## config.mk

```make
export PLATFORM = sky130hd
export DESIGN_NAME = mac_tile_scheduler
export DESIGN_NICKNAME = d
export VERILOG_FILES = /design/src/rtl/mac_sched_pkg.sv /design/src/rtl/mac_sched_acc.sv /design/src/rtl/mac_tile_scheduler.sv
export SDC_FILE = /design/constraint.sdc
export NUM_CORES = 1
export LEC_CHECK = 0
export CORE_UTILIZATION = 50
export CTS_CLUSTER_SIZE = 24
export DETAILED_ROUTE_END_ITERATION = 10
export PLACE_DENSITY = 0.8
export SLEW_MARGIN = 20
export SYNTH_ARGS = -nofsm -noshare
export SYNTH_HDL_FRONTEND = slang
export SYNTH_SLANG_ARGS = --single-unit
```

## constraint.sdc

```tcl
create_clock -name clk -period 10.34 [get_ports clk]
set_input_delay 1.551 -clock clk [delete_from_list [all_inputs] [get_ports clk]]
set_output_delay 1.551 -clock clk [all_outputs]
set_load 0.02 [all_outputs]
```

## src/rtl/mac_sched_pkg.sv

```systemverilog
// Shared types and constants for the MAC tile scheduler.
// Holds the scheduler state encoding, the mode encodings and the
// accumulator width derivation used by the top and the accumulator.
package mac_sched_pkg;

    typedef enum logic [1:0] {
        IDLE   = 2'd0,
        ISSUE  = 2'd1,
        DRAIN  = 2'd2,
        OUTPUT = 2'd3
    } sched_state_e;

    localparam logic MODE_XPROJ  = 1'b0;
    localparam logic MODE_DTPROJ = 1'b1;

    // Accumulator lanes carry guard bits above the element width so that
    // summing many column tiles does not overflow before reduction.
    function automatic int acc_width(input int data_width, input int acc_guard);
        return data_width + acc_guard;
    endfunction

endpackage

```

## src/rtl/mac_sched_acc.sv

```systemverilog
// TILE_SIZE-lane accumulator for the MAC tile scheduler.
// A load replaces each lane with the sign-extended array result, an add
// sums it in. out_data is the per-lane reduction of the accumulator to
// DATA_WIDTH: saturating when MAC_SCHED_SAT_EN is defined, otherwise the
// low DATA_WIDTH bits (two's-complement wrap).
module mac_sched_acc #(
    parameter int DATA_WIDTH = 16,
    parameter int TILE_SIZE  = 16,
    parameter int ACC_WIDTH  = 24
) (
    input  logic                            clk,
    input  logic                            rst,
    input  logic                            load,
    input  logic                            add,
    input  logic [TILE_SIZE*DATA_WIDTH-1:0] in_data,
    output logic [TILE_SIZE*DATA_WIDTH-1:0] out_data
);

    localparam int GUARD = ACC_WIDTH - DATA_WIDTH;

    logic [ACC_WIDTH-1:0] acc_r [TILE_SIZE];

    function automatic logic [ACC_WIDTH-1:0] sign_ext(input logic [DATA_WIDTH-1:0] v);
        return {{GUARD{v[DATA_WIDTH-1]}}, v};
    endfunction

`ifdef MAC_SCHED_SAT_EN
    // A lane fits DATA_WIDTH when every bit from the element sign bit up is
    // identical; otherwise clamp toward the accumulator's sign.
    function automatic logic [DATA_WIDTH-1:0] sat_lane(input logic [ACC_WIDTH-1:0] a);
        logic [GUARD:0]      hi_s;
        logic [DATA_WIDTH-1:0] res_s;
        hi_s = a[ACC_WIDTH-1:DATA_WIDTH-1];
        if ((hi_s == {(GUARD+1){1'b0}}) || (hi_s == {(GUARD+1){1'b1}})) begin
            res_s = a[DATA_WIDTH-1:0];
        end else if (a[ACC_WIDTH-1]) begin
            res_s = {1'b1, {(DATA_WIDTH-1){1'b0}}};
        end else begin
            res_s = {1'b0, {(DATA_WIDTH-1){1'b1}}};
        end
        return res_s;
    endfunction
`endif

    // Lane accumulators: load on the first return of a row tile, add afterwards.
    always_ff @(posedge clk) begin
        if (rst) begin
            for (int i = 0; i < TILE_SIZE; i++) begin
                acc_r[i] <= {ACC_WIDTH{1'b0}};
            end
        end else if (load) begin
            for (int i = 0; i < TILE_SIZE; i++) begin
                acc_r[i] <= sign_ext(in_data[i*DATA_WIDTH +: DATA_WIDTH]);
            end
        end else if (add) begin
            for (int i = 0; i < TILE_SIZE; i++) begin
                acc_r[i] <= acc_r[i] + sign_ext(in_data[i*DATA_WIDTH +: DATA_WIDTH]);
            end
        end
    end

    // Per-lane reduction of the accumulator registers to the output width.
    always_comb begin
        out_data = {(TILE_SIZE*DATA_WIDTH){1'b0}};
        for (int i = 0; i < TILE_SIZE; i++) begin
`ifdef MAC_SCHED_SAT_EN
            out_data[i*DATA_WIDTH +: DATA_WIDTH] = sat_lane(acc_r[i]);
`else
            out_data[i*DATA_WIDTH +: DATA_WIDTH] = acc_r[i][DATA_WIDTH-1:0];
`endif
        end
    end

endmodule

```

## src/rtl/mac_tile_scheduler.sv

```systemverilog
// MAC tile scheduler top: walks a matrix-vector product tile by tile,
// issues buffer reads for every column tile of each row tile, accumulates
// the array's partial sums and hands one output vector per row tile to a
// ready/valid consumer.
// Optional feature macro: MAC_SCHED_SAT_EN (saturating output reduction;
// default build wraps).
module mac_tile_scheduler
    import mac_sched_pkg::*;
#(
    parameter int DATA_WIDTH = 16,
    parameter int TILE_SIZE  = 16,
    parameter int CNT_W      = 8,
    parameter int ACC_GUARD  = 8,
    parameter int MEM_LAT    = 1
) (
    input  logic                            clk,
    input  logic                            rst,
    input  logic                            start,
    input  logic                            mode,
    input  logic [CNT_W-1:0]                n_row_tiles,
    input  logic [CNT_W-1:0]                n_col_tiles,
    output logic                            busy,
    output logic                            done,
    output logic                            rd_en,
    output logic [CNT_W-1:0]                rd_row_idx,
    output logic [CNT_W-1:0]                rd_col_idx,
    output logic                            arr_valid_in,
    output logic                            arr_mode,
    input  logic                            arr_valid_out,
    input  logic [TILE_SIZE*DATA_WIDTH-1:0] arr_result,
    output logic                            out_valid,
    input  logic                            out_ready,
    output logic [TILE_SIZE*DATA_WIDTH-1:0] out_data,
    output logic [CNT_W-1:0]                out_row_idx,
    output logic                            err_unexp
);

    localparam int ACC_WIDTH = acc_width(DATA_WIDTH, ACC_GUARD);
    localparam logic [CNT_W-1:0] CNT_ZERO = {CNT_W{1'b0}};
    localparam logic [CNT_W-1:0] CNT_ONE  = {{(CNT_W-1){1'b0}}, 1'b1};
    localparam logic [CNT_W:0]   OUT_ZERO = {(CNT_W+1){1'b0}};
    localparam logic [CNT_W:0]   OUT_ONE  = {{CNT_W{1'b0}}, 1'b1};

    sched_state_e state_r, state_nxt;
    logic             busy_r, busy_nxt;
    logic             done_r, done_nxt;
    logic             rd_en_r, rd_en_nxt;
    logic [CNT_W-1:0] rd_col_r, rd_col_nxt;
    logic [CNT_W-1:0] row_r, row_nxt;
    logic [CNT_W-1:0] ret_cnt_r, ret_cnt_nxt;
    logic             out_valid_r, out_valid_nxt;
    logic [CNT_W-1:0] n_row_r, n_row_nxt;
    logic [CNT_W-1:0] n_col_r, n_col_nxt;
    logic             mode_r, mode_nxt;
    logic [CNT_W:0]   outst_r;
    logic             err_r;
    logic [MEM_LAT-1:0] dly_r;

    logic             accept_s;
    logic [CNT_W-1:0] ret_inc_s;
    logic             last_col_s;
    logic             last_row_s;
    logic             xfer_s;
    logic             acc_load_s;
    logic             acc_add_s;

    // A return only counts while at least one issued tile is still unanswered.
    assign accept_s   = arr_valid_out && (outst_r != OUT_ZERO);
    assign ret_inc_s  = ret_cnt_r + CNT_ONE;
    assign last_col_s = (rd_col_r == (n_col_r - CNT_ONE));
    assign last_row_s = (row_r == (n_row_r - CNT_ONE));
    assign xfer_s     = out_valid_r && out_ready;
    assign acc_load_s = accept_s && (ret_cnt_r == CNT_ZERO);
    assign acc_add_s  = accept_s && (ret_cnt_r != CNT_ZERO);

    mac_sched_acc #(
        .DATA_WIDTH (DATA_WIDTH),
        .TILE_SIZE  (TILE_SIZE),
        .ACC_WIDTH  (ACC_WIDTH)
    ) u_acc (
        .clk      (clk),
        .rst      (rst),
        .load     (acc_load_s),
        .add      (acc_add_s),
        .in_data  (arr_result),
        .out_data (out_data)
    );

    // Next-state and next-output logic of the tile walk.
    always_comb begin
        state_nxt     = state_r;
        busy_nxt      = busy_r;
        done_nxt      = 1'b0;
        rd_en_nxt     = rd_en_r;
        rd_col_nxt    = rd_col_r;
        row_nxt       = row_r;
        ret_cnt_nxt   = accept_s ? ret_inc_s : ret_cnt_r;
        out_valid_nxt = out_valid_r;
        n_row_nxt     = n_row_r;
        n_col_nxt     = n_col_r;
        mode_nxt      = mode_r;
        case (state_r)
            IDLE: begin
                if (start) begin
                    if ((n_row_tiles != CNT_ZERO) && (n_col_tiles != CNT_ZERO)) begin
                        state_nxt   = ISSUE;
                        busy_nxt    = 1'b1;
                        rd_en_nxt   = 1'b1;
                        rd_col_nxt  = CNT_ZERO;
                        row_nxt     = CNT_ZERO;
                        ret_cnt_nxt = CNT_ZERO;
                        n_row_nxt   = n_row_tiles;
                        n_col_nxt   = n_col_tiles;
                        mode_nxt    = (mode == MODE_DTPROJ) ? MODE_DTPROJ : MODE_XPROJ;
                    end else begin
                        // Empty job: finish immediately without touching the buffers.
                        done_nxt = 1'b1;
                    end
                end else begin
                    state_nxt = IDLE;
                end
            end
            ISSUE: begin
                if (last_col_s) begin
                    state_nxt = DRAIN;
                    rd_en_nxt = 1'b0;
                end else begin
                    rd_col_nxt = rd_col_r + CNT_ONE;
                    rd_en_nxt  = 1'b1;
                end
            end
            DRAIN: begin
                if ((accept_s && (ret_inc_s == n_col_r)) || (ret_cnt_r == n_col_r)) begin
                    state_nxt     = OUTPUT;
                    out_valid_nxt = 1'b1;
                end else begin
                    state_nxt = DRAIN;
                end
            end
            OUTPUT: begin
                if (xfer_s) begin
                    out_valid_nxt = 1'b0;
                    if (last_row_s) begin
                        state_nxt = IDLE;
                        busy_nxt  = 1'b0;
                        done_nxt  = 1'b1;
                    end else begin
                        state_nxt   = ISSUE;
                        row_nxt     = row_r + CNT_ONE;
                        ret_cnt_nxt = CNT_ZERO;
                        rd_en_nxt   = 1'b1;
                        rd_col_nxt  = CNT_ZERO;
                    end
                end else begin
                    state_nxt = OUTPUT;
                end
            end
            default: begin
                state_nxt     = IDLE;
                busy_nxt      = 1'b0;
                rd_en_nxt     = 1'b0;
                out_valid_nxt = 1'b0;
            end
        endcase
    end

    // State and registered control outputs.
    always_ff @(posedge clk) begin
        if (rst) begin
            state_r     <= IDLE;
            busy_r      <= 1'b0;
            done_r      <= 1'b0;
            rd_en_r     <= 1'b0;
            rd_col_r    <= CNT_ZERO;
            row_r       <= CNT_ZERO;
            ret_cnt_r   <= CNT_ZERO;
            out_valid_r <= 1'b0;
            n_row_r     <= CNT_ZERO;
            n_col_r     <= CNT_ZERO;
            mode_r      <= MODE_XPROJ;
        end else begin
            state_r     <= state_nxt;
            busy_r      <= busy_nxt;
            done_r      <= done_nxt;
            rd_en_r     <= rd_en_nxt;
            rd_col_r    <= rd_col_nxt;
            row_r       <= row_nxt;
            ret_cnt_r   <= ret_cnt_nxt;
            out_valid_r <= out_valid_nxt;
            n_row_r     <= n_row_nxt;
            n_col_r     <= n_col_nxt;
            mode_r      <= mode_nxt;
        end
    end

    // Outstanding tile count (issued minus returned) and sticky unexpected-return flag.
    always_ff @(posedge clk) begin
        if (rst) begin
            outst_r <= OUT_ZERO;
            err_r   <= 1'b0;
        end else begin
            case ({rd_en_r, accept_s})
                2'b10:   outst_r <= outst_r + OUT_ONE;
                2'b01:   outst_r <= outst_r - OUT_ONE;
                default: outst_r <= outst_r;
            endcase
            if (arr_valid_out && (outst_r == OUT_ZERO) && busy_r) begin
                err_r <= 1'b1;
            end
        end
    end

    // Delay rd_en by the buffer read latency to qualify the array input.
    generate
        if (MEM_LAT == 1) begin : g_lat1
            always_ff @(posedge clk) begin
                if (rst) begin
                    dly_r <= 1'b0;
                end else begin
                    dly_r <= rd_en_r;
                end
            end
        end else begin : g_latn
            always_ff @(posedge clk) begin
                if (rst) begin
                    dly_r <= {MEM_LAT{1'b0}};
                end else begin
                    dly_r <= {dly_r[MEM_LAT-2:0], rd_en_r};
                end
            end
        end
    endgenerate

    assign busy         = busy_r;
    assign done         = done_r;
    assign rd_en        = rd_en_r;
    assign rd_row_idx   = row_r;
    assign rd_col_idx   = rd_col_r;
    assign arr_valid_in = dly_r[MEM_LAT-1];
    assign arr_mode     = mode_r;
    assign out_valid    = out_valid_r;
    assign out_row_idx  = row_r;
    assign err_unexp    = err_r;

endmodule

```

==> impl_metrics.tcl <==
set metrics [dict create \
    drc_errors 0 \
    synthTopCellsByArea "edfxtp_1 (31%), ha_1 (13%), nand2_1 (5.5%), a21oi_1 (5.2%), dfxtp_1 (4.7%)" \
    r2r_slack_ns 6.14 \
    clock_latency_ns 0.56 \
    yosysSeqAreaShare 0.3586 \
    post_cts_buffers 0 \
    hold_viol 0 \
    clock_sinks 314 \
    synth_area_um2 24670 \
    synth_top_cell_area_share 0.3116 \
    slew_headroom 0.2354 \
    grt_pass1_wl_um 122000 \
    cts_tree "done" \
    nFillCells 3956 \
    power_frac_comb 0.609 \
    crit_top_cell "buf_4" \
    synth_ff_type "edfxtp_1" \
    htreeDepth 2 \
    drt_iter0_drc 1373 \
    critPathKind "input port to register" \
    swShare 0.4526 \
    cp_cell_sequence "buf_2, buf_4, inv_1, nand2_4, buf_4, or3_1, mux2i_1, a31o_2" \
    cts-buffers-inserted 41 \
    worstReg2RegStart "ret_cnt_r[1]" \
    seq_area_um2 8848 \
    crit_path_start_kind "input port" \
    clk_pin_slew_ns 0.06 \
    dieArea_um2 50240 \
    rows 81 \
    postLayoutCoreUtil 0.6561 \
    ctsResizeCount 0 \
    synth.ff_latch_count 314 \
    drv_cap 0 \
    fp.dieW_um 224.1 \
    power_mw 9.479 \
    avgSynthCellArea_um2 9.051 \
    synth-edff-count 256 \
    status "completed" \
    cts_hold_buf 0 \
    drt.antenna.violating_nets 0 \
    crit_arrival_ns 4.94 \
    critPathCaptureType "register" \
    antenna_found_initial 11 \
    vias 23250 \
    grt_max_degree 167 \
    clock_skew_ns 0.01301 \
    ioPinCount 565 \
    wl_per_cell_um 20.06 \
    final.period_utilization 0.4478 \
    layout_min_cycle_time_ns 4.630 \
    track_usage 0.3033 \
    power.internal_mw 5.189 \
    synthDistinctLibCells 68 \
    dp_hpwl_um 58230 \
    syn_inst 2726 \
    ir_drop_v 0.0001828 \
    clk_root_buffer_cell "clkbuf_16" \
    critical_path.slowest_cell "buf_4" \
    slowest_delay_ns 0.85 \
    whs_ns 0.5074 \
    max_freq_mhz 216.0 \
    start_util 0.5051 \
    wl_um 78990 \
    io_buffers 564 \
    yosys_warnings 0 \
    ys_async_sr_fraction 0 \
    fin_nets 3787 \
    r2r_end "u_acc.acc_r[0][134]" \
    synth_nets 3279 \
    final_max_slew_viol_count 0 \
    multiInputGateArea_um2 15060 \
    power_frac_clock 0.139 \
    firstDrtPassIters 7 \
    p_seq_frac 0.252 \
    drive_gt1_frac 0.03280 \
    power_density_nw_per_um2 295.8 \
    holdPathStages 2 \
    hold_path.class "register to register" \
    tns_ns 0 \
    clk_path_buf_depth 3 \
    synth.most_common_cell "nand2_1" \
    p_switching_mw 4.290 \
    rsz0062_at_grt "false" \
    gp_congestion 0.9550 \
    die_h_um 224.1 \
    setup_violations 0 \
    synth_commonest_cells "nand2_1 (363), ha_1 (258), a21oi_1 (256), edfxtp_1 (256), nor2_1 (183)" \
    area_growth_pct 29.89 \
    vias_per_cell 5.906 \
    grt-ovfl-total 0 \
    core-area_um2 48850 \
    synth_area_leader_cell "edfxtp_1" \
    worst_r2r_path_depth 9 \
    leakage_nw 12.94 \
    cp.required_ns 10.65 \
    tightest_slew_ns 1.147 \
    cp_max_fo 84 \
    min_from "err_unexp" \
    grt_pass1_vias 22760 \
    whs_endpoint "err_unexp" \
]
placed cells by master, fill, tap and decap left out, types with 30 or more instances in the layout:
master / Yosys / layout
edfxtp_1: 256 / 256
a31oi_1: 47 / 47
dfxtp_1: 58 / 58
nand3_1: 59 / 59
ha_1: 258 / 258
a21oi_1: 256 / 255
nand2_1: 363 / 359
clkdlybuf4s50_1: 0 / 563
o211ai_1: 33 / 33
nor3_1: 52 / 52
nor2b_1: 35 / 35
o21ai_0: 165 / 165
a211oi_1: 35 / 35
a21o_1: 54 / 54
or3_1: 40 / 40
nor2_1: 183 / 181
nand2b_1: 30 / 30
xor2_1: 79 / 79
inv_1: 91 / 91
clkbuf_16: 0 / 41
xnor2_1: 126 / 126
flip-flops by register name (all words and copies together) (netlist names):
name and count:
n_row_r 8, rd_en 1, arr_valid_in 1, n_col_r 8
done 1, out_row_idx 8, state_r 2, out_valid 1
rd_col_idx 8, outst_r 9, err_unexp 1, arr_mode 1
u_acc.acc_r 256, ret_cnt_r 8, busy 1
stage by stage:
stage | area, um^2 | instances | setup WS, ns
finish | 32050 | 3937 | 5.710
global route | 32040 | 3934 | 5.539
CTS | 32020 | 3926 | 5.742
detailed placement | 30840 | 3855 | 5.142
global placement | 30840 | 3855 | 5.250
floorplan | 24670 | 2726 | 2.322
metal layers:
metal / global-route usage / wire, um / vias up
met2: 0.5031 / 37080 / 869
li1: - / - / 11150
met3: 0.08276 / 6590 / 222
met4: 0.1633 / 4456 / 4
met5: 0 / 27 / -
met1: 0.3562 / 30840 / 11010
power groups by stage:
stage	sequential, mW	clock, mW	combinational, mW
floorplan	2.95	0	3.21
global placement	2.38	0	5.54
detailed placement	2.40	0	5.69
CTS	2.38	1.33	5.73
global route	2.44	1.38	6.27
finish	2.39	1.31	5.77
area by class of cell:
class | count | area share
sequential | 314 | 0.2761
multi-input combinational | 2207 | 0.4700
clock buffer | 55 | 0.03459
clock inverter | 16 | 0.002108
timing repair buffer | 578 | 0.1797
antenna | 11 | 0.0008589
inverter | 92 | 0.01078
tap | 664 | 0.02592
kinds of logic after synthesis:
kind of cell	count (synthesis)	share of synthesized area
and+or+nand+nor	937	0.1853
AOI/OAI and AO/OA	761	0.1937
DFF	314	0.3586
adders and majority gates	275	0.1446
xor gates and xnor gates	205	0.07277
buffers and inverters	205	0.03286
muxes	29	0.01212
worst max-delay path, delay by kind of cell:
family	cells	cell delay, ns
buffers and inverters	4	1.90
and+or+nand+nor	2	1.03
muxes	1	0.07
AOI/OAI and AO/OA	1	0.21
worst max-delay path by stage:
stage               from                   to  cells after the start
finish               rst  u_acc.acc_r[0][182]                      8
global route         rst  u_acc.acc_r[0][182]                      8
CTS                  rst  u_acc.acc_r[0][182]                      8
detailed placement   rst  u_acc.acc_r[0][182]                      8
global placement     rst  u_acc.acc_r[0][182]                      8
floorplan            rst    u_acc.acc_r[0][0]                      3
Power figures use the tool's default switching activity.
